===== src/rtl/seg_pkg.sv =====
// Shared definitions for seven-segment display blocks: segment bit order,
// hex font and the scan slot state encoding.
package seg_pkg;

   localparam int unsigned SEG_W  = 8;
   localparam int unsigned FONT_W = 7;

   // Segment bit positions within {dp,g,f,e,d,c,b,a}
   localparam int unsigned SEG_A  = 0;
   localparam int unsigned SEG_G  = 6;
   localparam int unsigned SEG_DP = 7;

   typedef enum logic {
      ST_BLANK = 1'b0,
      ST_DRIVE = 1'b1
   } slot_state_e;

   // Active-high {g..a} patterns, index 15 leftmost
   localparam logic [15:0][FONT_W-1:0] HEX_FONT = {
      7'h71, 7'h79, 7'h5E, 7'h39, 7'h7C, 7'h77, 7'h6F, 7'h7F,
      7'h07, 7'h7D, 7'h6D, 7'h66, 7'h4F, 7'h5B, 7'h06, 7'h3F
   };

   function automatic logic [FONT_W-1:0] hex_font(input logic [3:0] nib);
      return HEX_FONT[nib];
   endfunction

endpackage


===== src/rtl/seg_scan_ctrl_if.sv =====
// Configuration and handshake bundle between the register bank and the
// seven-segment scan driver.
interface seg_scan_ctrl_if #(
   parameter int unsigned NUM_DIGITS = 4,
   parameter int unsigned PWM_BITS   = 4
) ();

   logic [8*NUM_DIGITS-1:0] dig_data;
   logic [NUM_DIGITS-1:0]   dig_dot;
   logic [NUM_DIGITS-1:0]   dig_ena;
   logic [NUM_DIGITS-1:0]   dig_blink;
   logic                    raw_mode;
   logic [PWM_BITS-1:0]     brightness;
   logic                    cfg_load;
   logic                    load_busy;
   logic                    frame_done;

   modport master (
      output dig_data, dig_dot, dig_ena, dig_blink, raw_mode, brightness, cfg_load,
      input  load_busy, frame_done
   );

   modport slave (
      input  dig_data, dig_dot, dig_ena, dig_blink, raw_mode, brightness, cfg_load,
      output load_busy, frame_done
   );

endinterface


===== src/rtl/seg_hex_font.sv =====
// Combinational 4-bit hex to seven-segment {g..a} decoder, active high.
module seg_hex_font
   import seg_pkg::*;
(
   input  logic [3:0]        nibble,
   output logic [FONT_W-1:0] segs
);

   assign segs = hex_font(nibble);

endmodule


===== src/rtl/seg_scan_ctrl.sv =====
// Multiplexed N-digit seven-segment scan driver with blink, PWM dimming,
// an anti-ghosting blank interval and frame-synchronous shadow loading.
module seg_scan_ctrl
   import seg_pkg::*;
#(
   parameter int unsigned NUM_DIGITS   = 4,
   parameter int unsigned SCAN_DIV     = 50000,
   parameter int unsigned BLANK_CYC    = 16,
   parameter int unsigned BLINK_FRAMES = 25,
   parameter int unsigned PWM_BITS     = 4,
   parameter bit          SEG_ACT_LOW  = 1'b1,
   parameter bit          CS_ACT_LOW   = 1'b1,
   localparam int unsigned DIG_W       = (NUM_DIGITS > 1) ? $clog2(NUM_DIGITS) : 1
) (
   input  logic                  clk,
   input  logic                  RSTn,
   seg_scan_ctrl_if.slave        cfg,
   output logic [SEG_W-1:0]      seg_o,
   output logic [NUM_DIGITS-1:0] segcs_o,
   output logic [DIG_W-1:0]      cur_digit
);

   localparam int unsigned SLOT_W = (SCAN_DIV > 1) ? $clog2(SCAN_DIV) : 1;
   localparam int unsigned BLK_W  = (BLINK_FRAMES > 1) ? $clog2(BLINK_FRAMES) : 1;

   localparam logic [SLOT_W-1:0] SLOT_LAST  = SLOT_W'(SCAN_DIV - 1);
   localparam logic [SLOT_W-1:0] BLANK_LAST = SLOT_W'(BLANK_CYC - 1);
   localparam logic [DIG_W-1:0]  DIG_LAST   = DIG_W'(NUM_DIGITS - 1);
   localparam logic [BLK_W-1:0]  BLK_LAST   = BLK_W'(BLINK_FRAMES - 1);

   slot_state_e                      state_q, state_n;
   logic [SLOT_W-1:0]                slot_cnt;
   logic [PWM_BITS-1:0]              pwm_cnt;
   logic [BLK_W-1:0]                 blink_cnt;
   logic                             blink_phase;
   logic                             busy_q;
   logic                             frame_done_q;

   logic [NUM_DIGITS-1:0][SEG_W-1:0] sh_data;
   logic [NUM_DIGITS-1:0]            sh_dot;
   logic [NUM_DIGITS-1:0]            sh_ena;
   logic [NUM_DIGITS-1:0]            sh_blink;
   logic                             sh_raw;
   logic [PWM_BITS-1:0]              sh_bright;

   logic                             slot_wrap_c;
   logic                             frame_wrap_c;
   logic                             pwm_open_c;
   logic                             lit_c;
   logic [SEG_W-1:0]                 cur_data_c;
   logic [SEG_W-1:0]                 seg_c;
   logic [FONT_W-1:0]                font_c;
   logic [NUM_DIGITS-1:0]            cs_c;

   assign slot_wrap_c    = (slot_cnt == SLOT_LAST);
   assign frame_wrap_c   = slot_wrap_c && (cur_digit == DIG_LAST);
   assign cur_data_c     = sh_data[cur_digit];
   assign cfg.load_busy  = busy_q;
   assign cfg.frame_done = frame_done_q;

   seg_hex_font u_font (
      .nibble (cur_data_c[3:0]),
      .segs   (font_c)
   );

   // Slot state register
   always_ff @(posedge clk) begin
      if (!RSTn) state_q <= ST_BLANK;
      else       state_q <= state_n;
   end

   // Slot FSM next state, segment decode and select gating
   always_comb begin
      state_n    = state_q;
      seg_c      = '0;
      cs_c       = '0;
      pwm_open_c = (sh_bright == '1) || (pwm_cnt < sh_bright);
      lit_c      = 1'b0;

      case (state_q)
         ST_BLANK: if (slot_cnt == BLANK_LAST) state_n = ST_DRIVE;
         ST_DRIVE: if (slot_wrap_c)            state_n = ST_BLANK;
         default:                              state_n = ST_BLANK;
      endcase

      if (sh_raw) begin
         seg_c = cur_data_c;
      end else begin
         seg_c[SEG_G:SEG_A] = font_c;
         seg_c[SEG_DP]      = sh_dot[cur_digit];
      end

      lit_c = (state_q == ST_DRIVE) && sh_ena[cur_digit] &&
              !(sh_blink[cur_digit] && blink_phase) && pwm_open_c;
      if (lit_c) cs_c[cur_digit] = 1'b1;
   end

   // Scan, PWM and blink timebases
   always_ff @(posedge clk) begin
      if (!RSTn) begin
         slot_cnt    <= '0;
         cur_digit   <= '0;
         pwm_cnt     <= '0;
         blink_cnt   <= '0;
         blink_phase <= 1'b0;
      end else begin
         slot_cnt <= slot_wrap_c ? '0 : slot_cnt + SLOT_W'(1);
         if (slot_wrap_c) begin
            cur_digit <= (cur_digit == DIG_LAST) ? '0 : cur_digit + DIG_W'(1);
         end
         pwm_cnt <= ((state_q == ST_DRIVE) && !slot_wrap_c) ? pwm_cnt + PWM_BITS'(1) : '0;
         if (frame_wrap_c) begin
            if (blink_cnt == BLK_LAST) begin
               blink_cnt   <= '0;
               blink_phase <= !blink_phase;
            end else begin
               blink_cnt <= blink_cnt + BLK_W'(1);
            end
         end
      end
   end

   // Load request is held until the frame boundary, where the shadow set updates atomically
   always_ff @(posedge clk) begin
      if (!RSTn) begin
         busy_q       <= 1'b0;
         frame_done_q <= 1'b0;
         sh_data      <= '0;
         sh_dot       <= '0;
         sh_ena       <= '0;
         sh_blink     <= '0;
         sh_raw       <= 1'b0;
         sh_bright    <= '0;
      end else begin
         frame_done_q <= frame_wrap_c;
         if (frame_wrap_c) begin
            busy_q <= 1'b0;
            if (busy_q || cfg.cfg_load) begin
               sh_data   <= cfg.dig_data;
               sh_dot    <= cfg.dig_dot;
               sh_ena    <= cfg.dig_ena;
               sh_blink  <= cfg.dig_blink;
               sh_raw    <= cfg.raw_mode;
               sh_bright <= cfg.brightness;
            end
         end else if (cfg.cfg_load) begin
            busy_q <= 1'b1;
         end
      end
   end

   // Pin drivers with configurable polarity
   always_ff @(posedge clk) begin
      if (!RSTn) begin
         seg_o   <= {SEG_W{SEG_ACT_LOW}};
         segcs_o <= {NUM_DIGITS{CS_ACT_LOW}};
      end else begin
         seg_o   <= seg_c ^ {SEG_W{SEG_ACT_LOW}};
         segcs_o <= cs_c ^ {NUM_DIGITS{CS_ACT_LOW}};
      end
   end

endmodule

===== src/flat_wrapper.sv =====
// flat-port wrapper written by rule: the top's interface ports become plain ports
module seg_scan_ctrl_flat import seg_pkg::*;
#(
   parameter int unsigned NUM_DIGITS   = 4,
   parameter int unsigned SCAN_DIV     = 50000,
   parameter int unsigned BLANK_CYC    = 16,
   parameter int unsigned BLINK_FRAMES = 25,
   parameter int unsigned PWM_BITS     = 4,
   parameter bit          SEG_ACT_LOW  = 1'b1,
   parameter bit          CS_ACT_LOW   = 1'b1,
   localparam int unsigned DIG_W       = (NUM_DIGITS > 1) ? $clog2(NUM_DIGITS) : 1
)
  (clk, RSTn, seg_o, segcs_o, cur_digit, cfg_dig_data, cfg_dig_dot, cfg_dig_ena, cfg_dig_blink, cfg_raw_mode, cfg_brightness, cfg_cfg_load, cfg_load_busy, cfg_frame_done);
  seg_scan_ctrl_if #(.NUM_DIGITS(NUM_DIGITS), .PWM_BITS(PWM_BITS)) cfg_i ();
  input  logic clk;
  input  logic RSTn;
  output logic [SEG_W-1:0] seg_o;
  output logic [NUM_DIGITS-1:0] segcs_o;
  output logic [DIG_W-1:0] cur_digit;
  input wire logic [$bits(cfg_i.dig_data)-1:0] cfg_dig_data;
  input wire logic [$bits(cfg_i.dig_dot)-1:0] cfg_dig_dot;
  input wire logic [$bits(cfg_i.dig_ena)-1:0] cfg_dig_ena;
  input wire logic [$bits(cfg_i.dig_blink)-1:0] cfg_dig_blink;
  input wire logic [$bits(cfg_i.raw_mode)-1:0] cfg_raw_mode;
  input wire logic [$bits(cfg_i.brightness)-1:0] cfg_brightness;
  input wire logic [$bits(cfg_i.cfg_load)-1:0] cfg_cfg_load;
  output wire logic [$bits(cfg_i.load_busy)-1:0] cfg_load_busy;
  output wire logic [$bits(cfg_i.frame_done)-1:0] cfg_frame_done;
  assign cfg_i.dig_data = cfg_dig_data;
  assign cfg_i.dig_dot = cfg_dig_dot;
  assign cfg_i.dig_ena = cfg_dig_ena;
  assign cfg_i.dig_blink = cfg_dig_blink;
  assign cfg_i.raw_mode = cfg_raw_mode;
  assign cfg_i.brightness = cfg_brightness;
  assign cfg_i.cfg_load = cfg_cfg_load;
  assign cfg_load_busy = cfg_i.load_busy;
  assign cfg_frame_done = cfg_i.frame_done;
  seg_scan_ctrl #(.NUM_DIGITS(NUM_DIGITS), .SCAN_DIV(SCAN_DIV), .BLANK_CYC(BLANK_CYC), .BLINK_FRAMES(BLINK_FRAMES), .PWM_BITS(PWM_BITS), .SEG_ACT_LOW(SEG_ACT_LOW), .CS_ACT_LOW(CS_ACT_LOW)) u_core (.clk(clk), .RSTn(RSTn), .cfg(cfg_i), .seg_o(seg_o), .segcs_o(segcs_o), .cur_digit(cur_digit));
endmodule

===== config.mk =====
export PLATFORM = sky130hd
export DESIGN_NAME = seg_scan_ctrl_flat
export DESIGN_NICKNAME = d
export VERILOG_FILES = /design/src/rtl/seg_pkg.sv /design/src/rtl/seg_scan_ctrl_if.sv /design/src/rtl/seg_hex_font.sv /design/src/rtl/seg_scan_ctrl.sv /design/src/flat_wrapper.sv
export SDC_FILE = /design/constraint.sdc
export NUM_CORES = 1
export LEC_CHECK = 0
export CAP_MARGIN = 0
export CORE_AREA = 10 10 76 143
export DETAILED_ROUTE_END_ITERATION = 6
export DIE_AREA = 0 0 86 153
export PLACE_DENSITY_LB_ADDON = 0.15
export SYNTH_ARGS = -nofsm -noshare
export SYNTH_HDL_FRONTEND = slang
export SYNTH_SLANG_ARGS = --single-unit
export TNS_END_PERCENT = 1

===== constraint.sdc =====
create_clock -name clk -period 2.6 [get_ports clk]
set_clock_uncertainty 0.1 [all_clocks]
set_input_delay 0.26 -clock clk [delete_from_list [all_inputs] [get_ports clk]]
set_output_delay 0.26 -clock clk [all_outputs]
set_load 0.005 [all_outputs]

Word-level counts from Yosys, hierarchy flattened
Memories as Yosys holds them, arrays and structs flattened.
Cells that the tools add are included.
- bits in registers: 92
- ROM bits: 112
- logic and storage cells: 72
- memories: 1
- $add $sub $neg: 4
- order comparisons: 4
- eq/ne operators: 5
- multiplexer cells: 18
- bitwise operators: 4
- reduce and logical (&&, ||, !) cells: 17
- memories (memory ; words ; width ; rd ports ; clocked after Yosys merged registers in ; wr ports ; line ; text):
    (name not given) ; 16 ; 7 ; 1 ; 0 ; 0 ; seg_pkg.sv:25 ; return HEX_FONT[nib];
- operator list (cell ; number):
    $add 16x1->16 const B ; 1
    $bmux 8 s2 ; 1
    $eq 16x16->1 const B ; 1
    $eq 16x4->1 const B ; 1
    $mux 8 ; 2
    $not 8->8 ; 1
    $logic_and 1x1->1 ; 7
    $mux 7 ; 1
    $bmux 1 s2 ; 3
    $mux 1 ; 6
    $reduce_and 2->1 ; 3
    $add 5x1->5 const B ; 1
    $eq 5x5->1 const B ; 1
    $lt 4x5->1 const B ; 1
    $mux 5 ; 1
    $add 4x1->4 const B ; 1
    $eq 4x4->1 const B ; 1
    $lt 4x4->1 ; 1
    $mux 4 ; 1
    $not 4->4 ; 1
    $reduce_or 2->1 ; 2
    $logic_not 1->1 ; 3
    $lt 2x3->1 const B ; 1
    $add 2x1->2 const B ; 1
    7 further kinds ; 9

Longest topological paths before layout
Gate-level depths: netlist of the first run.
- word-level depth: 8
- depth in mapped cells: 8
- mapped depth without buffers: 7

Modules after synthesis
Synthesis of the first run repeated with hierarchy kept, for this count alone.
- cells, all modules: 487
- area total of the unflattened synthesis: 4519.3 um2
- modules (own cells, without submodules) (module ; times used ; cells each ; area an instance (um2)):
    seg_scan_ctrl ; 1 ; 454 ; 4231.6
    seg_hex_font ; 1 ; 33 ; 287.8

Least setup slack after synthesis of the first run
Ideal clock, no wire load.
- path kind: register -> register
- from: register u_core.cur_digit[0]
- to: register u_core.seg_o[0]
- setup time: 116 ps
- data arrival time: 1986 ps
- required time: 2384 ps
- path slack: 397 ps
- cell stages (with the launch flop): 7
- buffers on the path: 1
- clock period less this slack: 2203 ps
- path through: dfxtp_1 > buf_2 > mux4_2 > ha_1 > nor4_1 > a31oi_1 > a41o_1
- longest elaborated chain between the ends: 6
- ends and longest elaborated chain (element ; line ; text):
    start, declared ; seg_scan_ctrl.sv:20 ; output logic [DIG_W-1:0] cur_digit
    start signal, assigned ; seg_scan_ctrl.sv:109 ; cur_digit <= (cur_digit == DIG_LAST) ? '0 : cur_digit + DIG_W'(1);
    $bmux 8 s2 (*) ; seg_scan_ctrl.sv:57 ; assign cur_data_c = sh_data[cur_digit];
    $mux 8 (not written as such) (*) ; seg_scan_ctrl.sv:57 ;
    $mem_v2 16x7 ; -- ;
    $mux 7 (not written as such) ; seg_pkg.sv:25 ;
    $mux 8 (*) ; seg_scan_ctrl.sv:86 ; if (sh_raw) begin
    $not 8->8 (no line) (*) ; -- ;
    end signal, assigned ; seg_scan_ctrl.sv:155 ; seg_o <= {SEG_W{SEG_ACT_LOW}};
    end signal, assigned ; seg_scan_ctrl.sv:158 ; seg_o <= seg_c ^ {SEG_W{SEG_ACT_LOW}};
    end, declared ; seg_scan_ctrl.sv:18 ; output logic [SEG_W-1:0] seg_o,
Every way passes the cells marked *; elsewhere a longest branch is shown, timed or not. The select of a mux whose other input is x is not followed.
A chain may end at the register's enable or synchronous reset.

Worst setup path after layout of the first run
- from: register u_core.slot_cnt[0]
- to: register u_core.sh_data[16] (netlist name)
- longest elaborated chain between the ends: 3
- ends and longest elaborated chain (element ; line ; text):
    start, declared ; seg_scan_ctrl.sv:32 ; logic [SLOT_W-1:0] slot_cnt;
    start signal, assigned ; seg_scan_ctrl.sv:107 ; slot_cnt <= slot_wrap_c ? '0 : slot_cnt + SLOT_W'(1);
    $eq 16x16->1 ; seg_scan_ctrl.sv:55 ; assign slot_wrap_c = (slot_cnt == SLOT_LAST);
    $logic_and 1x1->1 ; seg_scan_ctrl.sv:56 ; assign frame_wrap_c = slot_wrap_c && (cur_digit == DIG_LAST);
    $reduce_and 2->1 (no line) ; -- ;
    end signal, assigned ; seg_scan_ctrl.sv:139 ; sh_data <= cfg.dig_data;
    end, declared ; seg_scan_ctrl.sv:39 ; logic [NUM_DIGITS-1:0][SEG_W-1:0] sh_data;
No other way between the ends.

==> results of run 1 <==
[where the power goes]
part	switching (W)	internal [W]	total, W
combinational	0.0000748	0.0000937	0.000168
sequential	0.00000781	0.00142	0.00143
clock	0.000542	0.000745	0.00129
[cell families after synthesis]
group,count (synthesis)
xor gates and xnor gates,16
muxes,19
DFF,92
and+or+nand+nor,147
buffers and inverters,70
adders and majority gates,17
AOI/OAI and AO/OA,149
[state kept, by name, summed over array words and instances (netlist names), 2 cells and up]
signal            flops
u_core.cur_digit      2
u_core.sh_ena         4
u_core.sh_dot         4
u_core.blink_cnt      5
u_core.pwm_cnt        4
u_core.sh_blink       4
u_core.sh_data       32
u_core.slot_cnt      16
u_core.sh_bright      4
u_core.seg_o          8
u_core.segcs_o        4
[cell usage in the layout, fill, tap and decap left out, types with 9 or more instances in the layout]
cell type / Yosys / layout
nand2_1: 14 / 14
ha_1: 17 / 17
clkdlybuf4s50_1: 0 / 67
nand3_1: 16 / 15
nor2_1: 25 / 24
nand4_1: 58 / 58
clkbuf_16: 0 / 9
o31ai_1: 52 / 52
mux4_2: 10 / 10
a21oi_1: 58 / 58
dfxtp_1: 92 / 92
o21ai_0: 13 / 13
buf_4: 0 / 18
inv_1: 15 / 15
o211ai_1: 11 / 11
xor2_1: 13 / 13
[per-stage QoR]
step	utilization (%)	total power, W
global placement	61.83	0.001625
floorplan	-	0.001518
detailed placement	61.83	0.001628
finish	65.25	0.002883
global route	65.25	0.002973
CTS	65.25	0.002908
[per-layer routing]
layer / global-route usage [%] / up-vias / part of all wire, %
li1: - / 2018 / -
met1: 19.15 / 2010 / 36
met2: 35.24 / 104 / 56
met3: 3.619 / 30 / 3.9
met4: 10.09 / 0 / 3.8
met5: 0 / - / 0
[worst reg2reg max path, cell delays in order, from the launching register on]
cell and delay (ns):
dfxtp_1 0.36, ha_1 0.21, nand3_1 0.15, or3_2 0.63, buf_4 0.31, o31ai_1 0.34, a21oi_1 0.11
[worst max path at each step]
stage	from	endpoint	slack, ns	cells past startpoint
3_5_place_dp	u_core.slot_cnt[0]$_SDFF_PP0_	u_core.sh_data[26]$_SDFFE_PN0P_	0.30	6
6_report	u_core.slot_cnt[0]$_SDFF_PP0_	u_core.sh_data[16]$_SDFFE_PN0P_	0.25	6
3_3_place_gp	u_core.slot_cnt[0]$_SDFF_PP0_	u_core.cur_digit[0]$_SDFFE_PN0P_	0.36	5
4_1_cts	u_core.slot_cnt[0]$_SDFF_PP0_	u_core.sh_data[16]$_SDFFE_PN0P_	0.27	6
5_1_grt	u_core.slot_cnt[0]$_SDFF_PP0_	u_core.sh_data[16]$_SDFFE_PN0P_	0.14	6
2_1_floorplan	u_core.cur_digit[0]$_SDFFE_PN0P_	u_core.seg_o[0]$_SDFF_PN1_	0.40	6
[area by class of cell]
type	count	area (µm²)	share of cell area, %
clock inverter	6	65.06	1.161
clock buffer	10	229.0	4.086
sequential	92	1842	32.86
multi-input combinational	348	2457	43.85
inverter	16	60.06	1.072
tap	100	125.1	2.233
timing repair buffer	86	825.8	14.74
==> results.ini, run 1 <==
[worst_setup_path]
worst_setup_path_start_kind = flip-flop
path_max_fanout = 38
cp_top_family = simple AND/OR/NAND/NOR gates
end_kind = flip-flop
crit_chain = ha_1, nand3_1, or3_2, buf_4, o31ai_1, a21oi_1
worst-setup-path-type = reg -> reg
reg2reg_depth = 6
cp_slowest_cell = or3_2
r2r_setup_slack_ns = 0.25
worst_ep_arrival_time_ns = 2.46
reg2reg_to = u_core.sh_data[16]$_SDFFE_PN0P_
cp.required_ns = 2.72
rr_startpoint = u_core.slot_cnt[0]$_SDFF_PP0_
slowest_delay_ns = 0.63
critPathBufInv = 1

[clocking]
post_cts_buffers = 0
cts_resized = 0
clk_pin_slew_ns = 0.06
h-tree-depth = 3
cts_tree = done
hold_buffers = 0
clockRootBuffer = clkbuf_16
cts_made_buffers = 9
cts_sinks = 92
clockBufferDepth = 2
clk_latency_ns = 0.34

[detailed_routing]
route.vias.total = 4162
post_drt_wl_per_cell_um = 19.42
postRouteAntennaNets = 0
drtPass1Iterations = 5
drc = 0
drtIter0Drc = 331
viasPerCell = 6.325
drt-total-wl_um = 12780

[yosys]
synth_xor_area_share_pct = 3.075
syn_avg_cell_area_um2 = 8.935
synth.largest_area_cell = dfxtp_1
synth_top_area_share_pct = 40.42
synth-edff-count = 0
synth_nets = 579
syn_area_mm2 = 0.004557
synthMuxAreaShare_pct = 6.974
synth_ff_type = dfxtp_1
yosys_warnings = 0
synth_cells = 510
synth_seq_cells = 92
synth-async-reset-ratio_pct = 0
synthTopCellsByArea = dfxtp_1 (40%), o31ai_1 (8.6%), nand4_1 (8.0%)
synth_top_family_by_area = compound AO/OA/AOI/OAI gates
ys_types = 47
yosysMostFrequentCell = dfxtp_1
seq_area_frac_synth_pct = 40.42
synth_simple_gate_area_share_pct = 18.12
synth_compound_area_share_pct = 20.73
synth-adder-area-share_pct = 4.668
synthTopCellsByCount = dfxtp_1 (92), a21oi_1 (58), nand4_1 (58)

[timing]
fmax_mhz = 426.4
fin_crit_sh_pct = 90.20
rsz0062_at_grt = false
worst_slew_pin_slew_ns = 0.6080
timing.final.ws_setup_ns = 0.2547
slew_headroom_pct = 59.47
min_period_ns = 2.345
finalMaxSlewViolations = 0
hold_viol = 0
setup_viol = 0
tns_ns = 0
holdWs_ns = 0.3654

[floorplanning]
io_pins = 68
rows = 48
fp.dieH_um = 153
core_mm2 = 0.008588
start_util_pct = 53.06
die_x_um = 86
die-area_mm2 = 0.01316

[global_route]
grtUsageTotal_pct = 19.14
antenna_found_initial = 0
grt_pass1_wl_um = 20470
grt-ovfl-total = 0
grt_start_max_net_pins = 55
first_global_vias = 4127

[placement]
dp.cells = 642
post_dp_cell_area_mm2 = 0.005310
post-dp-hpwl_um = 9152
io_buffers = 67
place_ws_ns = 0.2976
place.gp.congestion = 0.8642

[job]
cap_violations = 0

[layout]
layout-drive-gt1-share_pct = 9.319
n_antenna_cell = 0
nFillCells = 725
fin_nets = 622
area_delta_synth_final_pct = 22.98
stdcell_count = 658
fin_area_mm2 = 0.005604

[power]
p_leak_nw = 1.832
max-vdd-ir-drop_mv = 0.4036
power_density_mw_per_mm2 = 514.5

[outcome]
status = completed

[min_path]
min-delay-path-class = reg -> reg
min_from = u_core.slot_cnt[0]$_SDFF_PP0_
whs_path_depth = 1
whs_endpoint = u_core.slot_cnt[0]$_SDFF_PP0_

Power figures use the tool's default switching activity.
==> inputs of run 2 (changes only) <==
--- a/config.mk
+++ b/config.mk
@@ -9,7 +9,8 @@
 export CORE_AREA = 10 10 76 143
 export DETAILED_ROUTE_END_ITERATION = 6
 export DIE_AREA = 0 0 86 153
-export PLACE_DENSITY_LB_ADDON = 0.15
+export PLACE_DENSITY_LB_ADDON = 0.05
+export SLEW_MARGIN = 30
 export SYNTH_ARGS = -nofsm -noshare
 export SYNTH_HDL_FRONTEND = slang
 export SYNTH_SLANG_ARGS = --single-unit
==> run 2 against run 1 <==
Worst setup slack gained 0.12 ns. Via count increased by 2.7%. Sequential cell count unchanged. Final area increased by 0.47%. First-iteration DRC count down 6.0%. Wire length increased by 5.8%. Non-clock buffer count grew 4.
==> results.ini, run 2 (synthesis gave the netlist of run 1 again) <==
[outcome]
status = completed

[detailed_routing]
postRouteAntennaNets = 0
drt-total-wl_um = 13510
route.vias.total = 4274
drtIter0Drc = 311
viasPerCell = 6.456
drtPass1Iterations = 5
post_drt_wl_per_cell_um = 20.41
drc = 0

[floorplanning]
core_mm2 = 0.008588
fp.dieH_um = 153
die_x_um = 86
die-area_mm2 = 0.01316
start_util_pct = 53.06
rows = 48
io_pins = 68

[timing]
slew_headroom_pct = 60.43
hold_viol = 0
tns_ns = 0
timing.final.ws_setup_ns = 0.3752
finalMaxSlewViolations = 0
setup_viol = 0
worst_slew_pin_slew_ns = 0.5881
rsz0062_at_grt = false
min_period_ns = 2.225
fin_crit_sh_pct = 85.57
fmax_mhz = 449.5

[clocking]
cts_made_buffers = 9
clk_pin_slew_ns = 0.07
cts_sinks = 92
post_cts_buffers = 0
cts_resized = 0
clk_latency_ns = 0.34
clockRootBuffer = clkbuf_16
h-tree-depth = 3
hold_buffers = 0
clockBufferDepth = 2
cts_tree = done

[worst_setup_path]
end_kind = flip-flop
crit_chain = ha_1, nand3_1, or3_2, buf_4, o31ai_1, a21oi_1
cp_slowest_cell = or3_2
worst_ep_arrival_time_ns = 2.35
reg2reg_depth = 6
r2r_setup_slack_ns = 0.38
worst-setup-path-type = reg -> reg
rr_startpoint = u_core.slot_cnt[0]$_SDFF_PP0_
path_max_fanout = 29
worst_setup_path_start_kind = flip-flop
slowest_delay_ns = 0.58
reg2reg_to = u_core.sh_data[30]$_SDFFE_PN0P_
cp.required_ns = 2.72

[layout]
n_antenna_cell = 0
area_delta_synth_final_pct = 23.56
layout-drive-gt1-share_pct = 10.14
layout_commonest_cell = dfxtp_1
final_cell_mix = dfxtp_1 (92), clkdlybuf4s50_1 (67), nand4_1 (58), a21oi_1 (58), o31ai_1 (52)
fin_nets = 626
largest_register_ffs = 32
largestRegisters = u_core.sh_data (32), u_core.slot_cnt (16), u_core.seg_o (8)
stdcell_count = 662
regMostFlops = u_core.sh_data

[min_path]
min-delay-path-class = reg -> reg
min_from = u_core.sh_ena[0]$_SDFFE_PN0P_
whs_path_depth = 2
whs_endpoint = u_core.sh_ena[0]$_SDFFE_PN0P_

[power]
p_leak_nw = 1.853
power_density_mw_per_mm2 = 518.9
max-vdd-ir-drop_mv = 0.5184

[global_route]
antenna_found_initial = 0
grt-ovfl-total = 0
first_global_vias = 4267
grt_pass1_wl_um = 21760
grt_start_max_net_pins = 51
grtUsageTotal_pct = 20.29

[placement]
place.gp.congestion = 0.8702
place_ws_ns = 0.3958
post-dp-hpwl_um = 9674
io_buffers = 67
dp.cells = 646

[job]
cap_violations = 0

-- run 2: cell count changes in the layout (fill, tap and decap cells not counted) --
cell,previous run,this run
buf_4,18,23
buf_12,1,0
clkbuf_1,1,0
clkbuf_8,0,1
clkinv_4,2,1
clkinvlp_4,1,2
-- run 2: worst max-delay path: cells and delay by family (launching register included) --
family / cells / cell delay, ns
AND/OR/NAND/NOR: 2 / 0.73
AO/OA/AOI/OAI: 2 / 0.41
flip-flops: 1 / 0.37
buffers and inverters: 1 / 0.27
adder cells (fa/ha/maj): 1 / 0.22
-- run 2: area by class of cell --
class,instances,area (µm²)
clock buffer,10,239.0
tap,100,125.1
inverter,16,60.06
clock inverter,6,63.81
sequential,92,1842
fill,744,2958
timing repair buffer,90,843.3
multi-input combinational,348,2457
-- run 2: layer usage --
layer / global-route usage (%) / up-vias / part of all wire, %
li1: - / 2028 / -
met1: 21.54 / 2058 / 37
met2: 35.67 / 148 / 54
met3: 3.672 / 40 / 4.8
met4: 11.67 / 0 / 4.5
met5: 0 / - / 0
-- run 2: worst max-delay path by stage --
stage	start	endpoint	cells past startpoint
after global placement	u_core.slot_cnt[0]$_SDFF_PP0_	u_core.blink_cnt[4]$_SDFFE_PN0P_	6
final	u_core.slot_cnt[0]$_SDFF_PP0_	u_core.sh_data[30]$_SDFFE_PN0P_	6
after detailed placement	u_core.slot_cnt[0]$_SDFF_PP0_	u_core.sh_data[5]$_SDFFE_PN0P_	6
after floorplan	u_core.cur_digit[0]$_SDFFE_PN0P_	u_core.seg_o[0]$_SDFF_PN1_	6
after CTS	u_core.slot_cnt[7]$_SDFF_PP0_	u_core.blink_cnt[2]$_SDFFE_PN0P_	5
after global routing	u_core.slot_cnt[11]$_SDFF_PP0_	u_core.blink_cnt[2]$_SDFFE_PN0P_	5
-- run 2: power breakdown --
part           internal [W]  total [W]  switching, W  leakage (nW)
logic             0.0000941   0.000173     0.0000792         0.964
clock network      0.000769    0.00132      0.000551         0.144
registers           0.00142    0.00143    0.00000818         0.744
total               0.00228    0.00292      0.000638          1.85
-- run 2: per-stage QoR --
step	instance area [µm²]	hold slack (ns)	utilization [%]	total power [W]
3_3_place_gp	5328	0.3447	62.03	0.001633
5_1_grt	5630	0.3796	65.56	0.002996
6_report	5630	0.3703	65.56	0.002922
3_5_place_dp	5328	0.3517	62.03	0.001632
2_1_floorplan	4557	0.3100	-	0.001518
4_1_cts	5630	0.3654	65.56	0.002938
==> inputs of run 3 (changes only) <==
--- a/config.mk
+++ b/config.mk
@@ -5,6 +5,7 @@
 export SDC_FILE = /design/constraint.sdc
 export NUM_CORES = 1
 export LEC_CHECK = 0
+export ABC_CLOCK_PERIOD_IN_PS = 2600
 export CAP_MARGIN = 0
 export CORE_AREA = 10 10 76 143
 export DETAILED_ROUTE_END_ITERATION = 6
==> results of run 3 <==
Final layout, timing and power as in run 2 (identical DEF).
==> patch: new RTL, settings of run 3 <==
`CS_ACT_LOW` is set to 1'b1 in 2 places; all go to 1'b0.
--- a/src/rtl/seg_scan_ctrl.sv
+++ b/src/rtl/seg_scan_ctrl.sv
@@ -11,3 +11,3 @@
    parameter bit          SEG_ACT_LOW  = 1'b1,
-   parameter bit          CS_ACT_LOW   = 1'b1,
+   parameter bit          CS_ACT_LOW   = 1'b0,
    localparam int unsigned DIG_W       = (NUM_DIGITS > 1) ? $clog2(NUM_DIGITS) : 1
--- a/src/flat_wrapper.sv
+++ b/src/flat_wrapper.sv
@@ -9,3 +9,3 @@
    parameter bit          SEG_ACT_LOW  = 1'b1,
-   parameter bit          CS_ACT_LOW   = 1'b1,
+   parameter bit          CS_ACT_LOW   = 1'b0,
    localparam int unsigned DIG_W       = (NUM_DIGITS > 1) ? $clog2(NUM_DIGITS) : 1
Check against the original RTL: not equivalent (Yosys sat finds a counterexample within 4 cycles, from zero or initial values and one cycle with RSTn low).
==> patch against run 3 <==
- core utilization fell by 1.2 points
- synthesized cell count fell by 3.9%
- sequential cell count did not move
- design area fell by 1.8%
- sequential power barely moved
- wire length fell by 23%
- synthesized area fell by 1.9%
- total power fell by 1.9%
- setup slack got worse by 0.21 ns
- worst hold slack got worse by 0.21 ns
- maximum frequency fell by 8.5%
- largest power group unchanged
==> patch: results (changes against run 3) <==
- Status: completed (unchanged)
- 1st-pass router iterations: 4 (was 5)
- Global-route wire length before repair: 17.61 mm (was 21.76 mm)
- FF-to-FF End: u_core.seg_o[0] (was u_core.sh_data[30])
- Crit path from: u_core.cur_digit[0] (was u_core.slot_cnt[0])
- Layout net count: 622 (was 626)
- CP max FO: 5 (was 29)
- List of most frequent post-synthesis cells: nand2_1, dfxtp_1, mux2i_1 (was dfxtp_1, a21oi_1, nand4_1)
- Routed wire length: 10.39 mm (was 13.51 mm)
- Final non-filler cell total: 658 (was 662)
- Placed inst area: 5229 µm² (was 5328 µm²)
- Vias in the first global route: 3803 (was 4267)
- Met2 Use GR: 28.80% (was 35.67%)
- Worst skew pair latency: 0.34 ns (about the same)
- Max VDD drop: 0.0003770 V (was 0.0005184 V)
- Via Count: 3568 (was 4274)
- Main flop type after synthesis: dfxtp_1 (unchanged)
- Met1 GRT Util: 16.55% (was 21.54%)
- Reg2Reg Setup Slack: 0.17 ns (was 0.38 ns)
- Share of cells above drive strength 1: 8.423% (was 10.14%)
- # resized after CTS: 0 (unchanged)
- Mean Syn Cell Area: 9.124 µm² (was 8.935 µm²)
- Hold Crit Start: RSTn (was u_core.sh_ena[0])
- Leakage: 1.972 nW (was 1.853 nW)
- Fillcell total: 748 (was 744)
- Detailed placer's ending HPWL: 7.847 mm (was 9.674 mm)
- Worst Path Arrival: 2.56 ns (was 2.35 ns)
- Largest net degree at the start of global routing: 59 (was 51)
- Dpl cells: 642 (was 646)
- Area contributors post-synth: dfxtp_1, mux2i_1, nand2_1 (was dfxtp_1, o31ai_1, nand4_1)
- Total Routing Usage GR: 16.37% (was 20.29%)
- Worst min path class: primary input to flop (was flop to flop)
- Hold EP: u_core.seg_o[3] (was u_core.sh_ena[0])
- Final hold slack: 0.1604 ns (was 0.3703 ns)
- Syn Nets: 559 (was 579)
- Initial DRC Count: 164 (was 311)
- GP Congestion: 0.9724 (was 0.8702)
- Distinct cell type count after synthesis: 51 (was 47)
- Slew headroom: 65.19% (was 60.43%)
- Slowest CP cell: mux4_2 (was or3_2)
- Worst hold stages: 2 (unchanged)
- CTS Buffer Depth: 2 (unchanged)
## patch: layout make-up
class,count,area (µm²),share of cell area [%]
multi-input combinational,350,2416,43.71
sequential,92,1842,33.32
timing repair buffer,78,763.2,13.81
clock buffer,13,280.3,5.070
tap,100,125.1,2.263
inverter,22,82.58,1.494
clock inverter,3,18.77,0.3395
## patch: where the power goes
| part | leakage [nW] | internal, mW | switching, mW |
|---|---|---|---|
| registers | 0.744 | 1.42 | 0.00615 |
| clock network | 0.152 | 0.751 | 0.529 |
| logic | 1.08 | 0.0959 | 0.0656 |
## patch: per-layer routing
metal | vias to the layer above | share of wire (%)
met5 | - | 0
met4 | 0 | 4.4
met3 | 27 | 3.9
met2 | 86 | 54
met1 | 1637 | 38
li1 | 1818 | -
## patch: cell families (layout without fill, tap and decap cells)
| kind of cell | count (synthesis) | count (layout) | synth area share [%] |
|---|---|---|---|
| AND/OR/NAND/NOR | 209 | 209 | 21.30 |
| AO/OA/AOI/OAI | 37 | 37 | 5.682 |
| XOR/XNOR | 15 | 15 | 2.939 |
| multiplexers | 72 | 72 | 19.37 |
| flip-flops | 92 | 92 | 41.20 |
| buffers and inverters | 48 | 116 | 4.757 |
| adder cells (fa/ha/maj) | 17 | 17 | 4.758 |
## patch: stage by stage
step | power [mW] | worst slack, ns
2_1_floorplan | 1.515 | 0.0008078
3_3_place_gp | 1.618 | 0.2010
3_5_place_dp | 1.620 | 0.1678
4_1_cts | 2.897 | 0.1702
5_1_grt | 2.976 | 0.05406
6_report | 2.867 | 0.1691
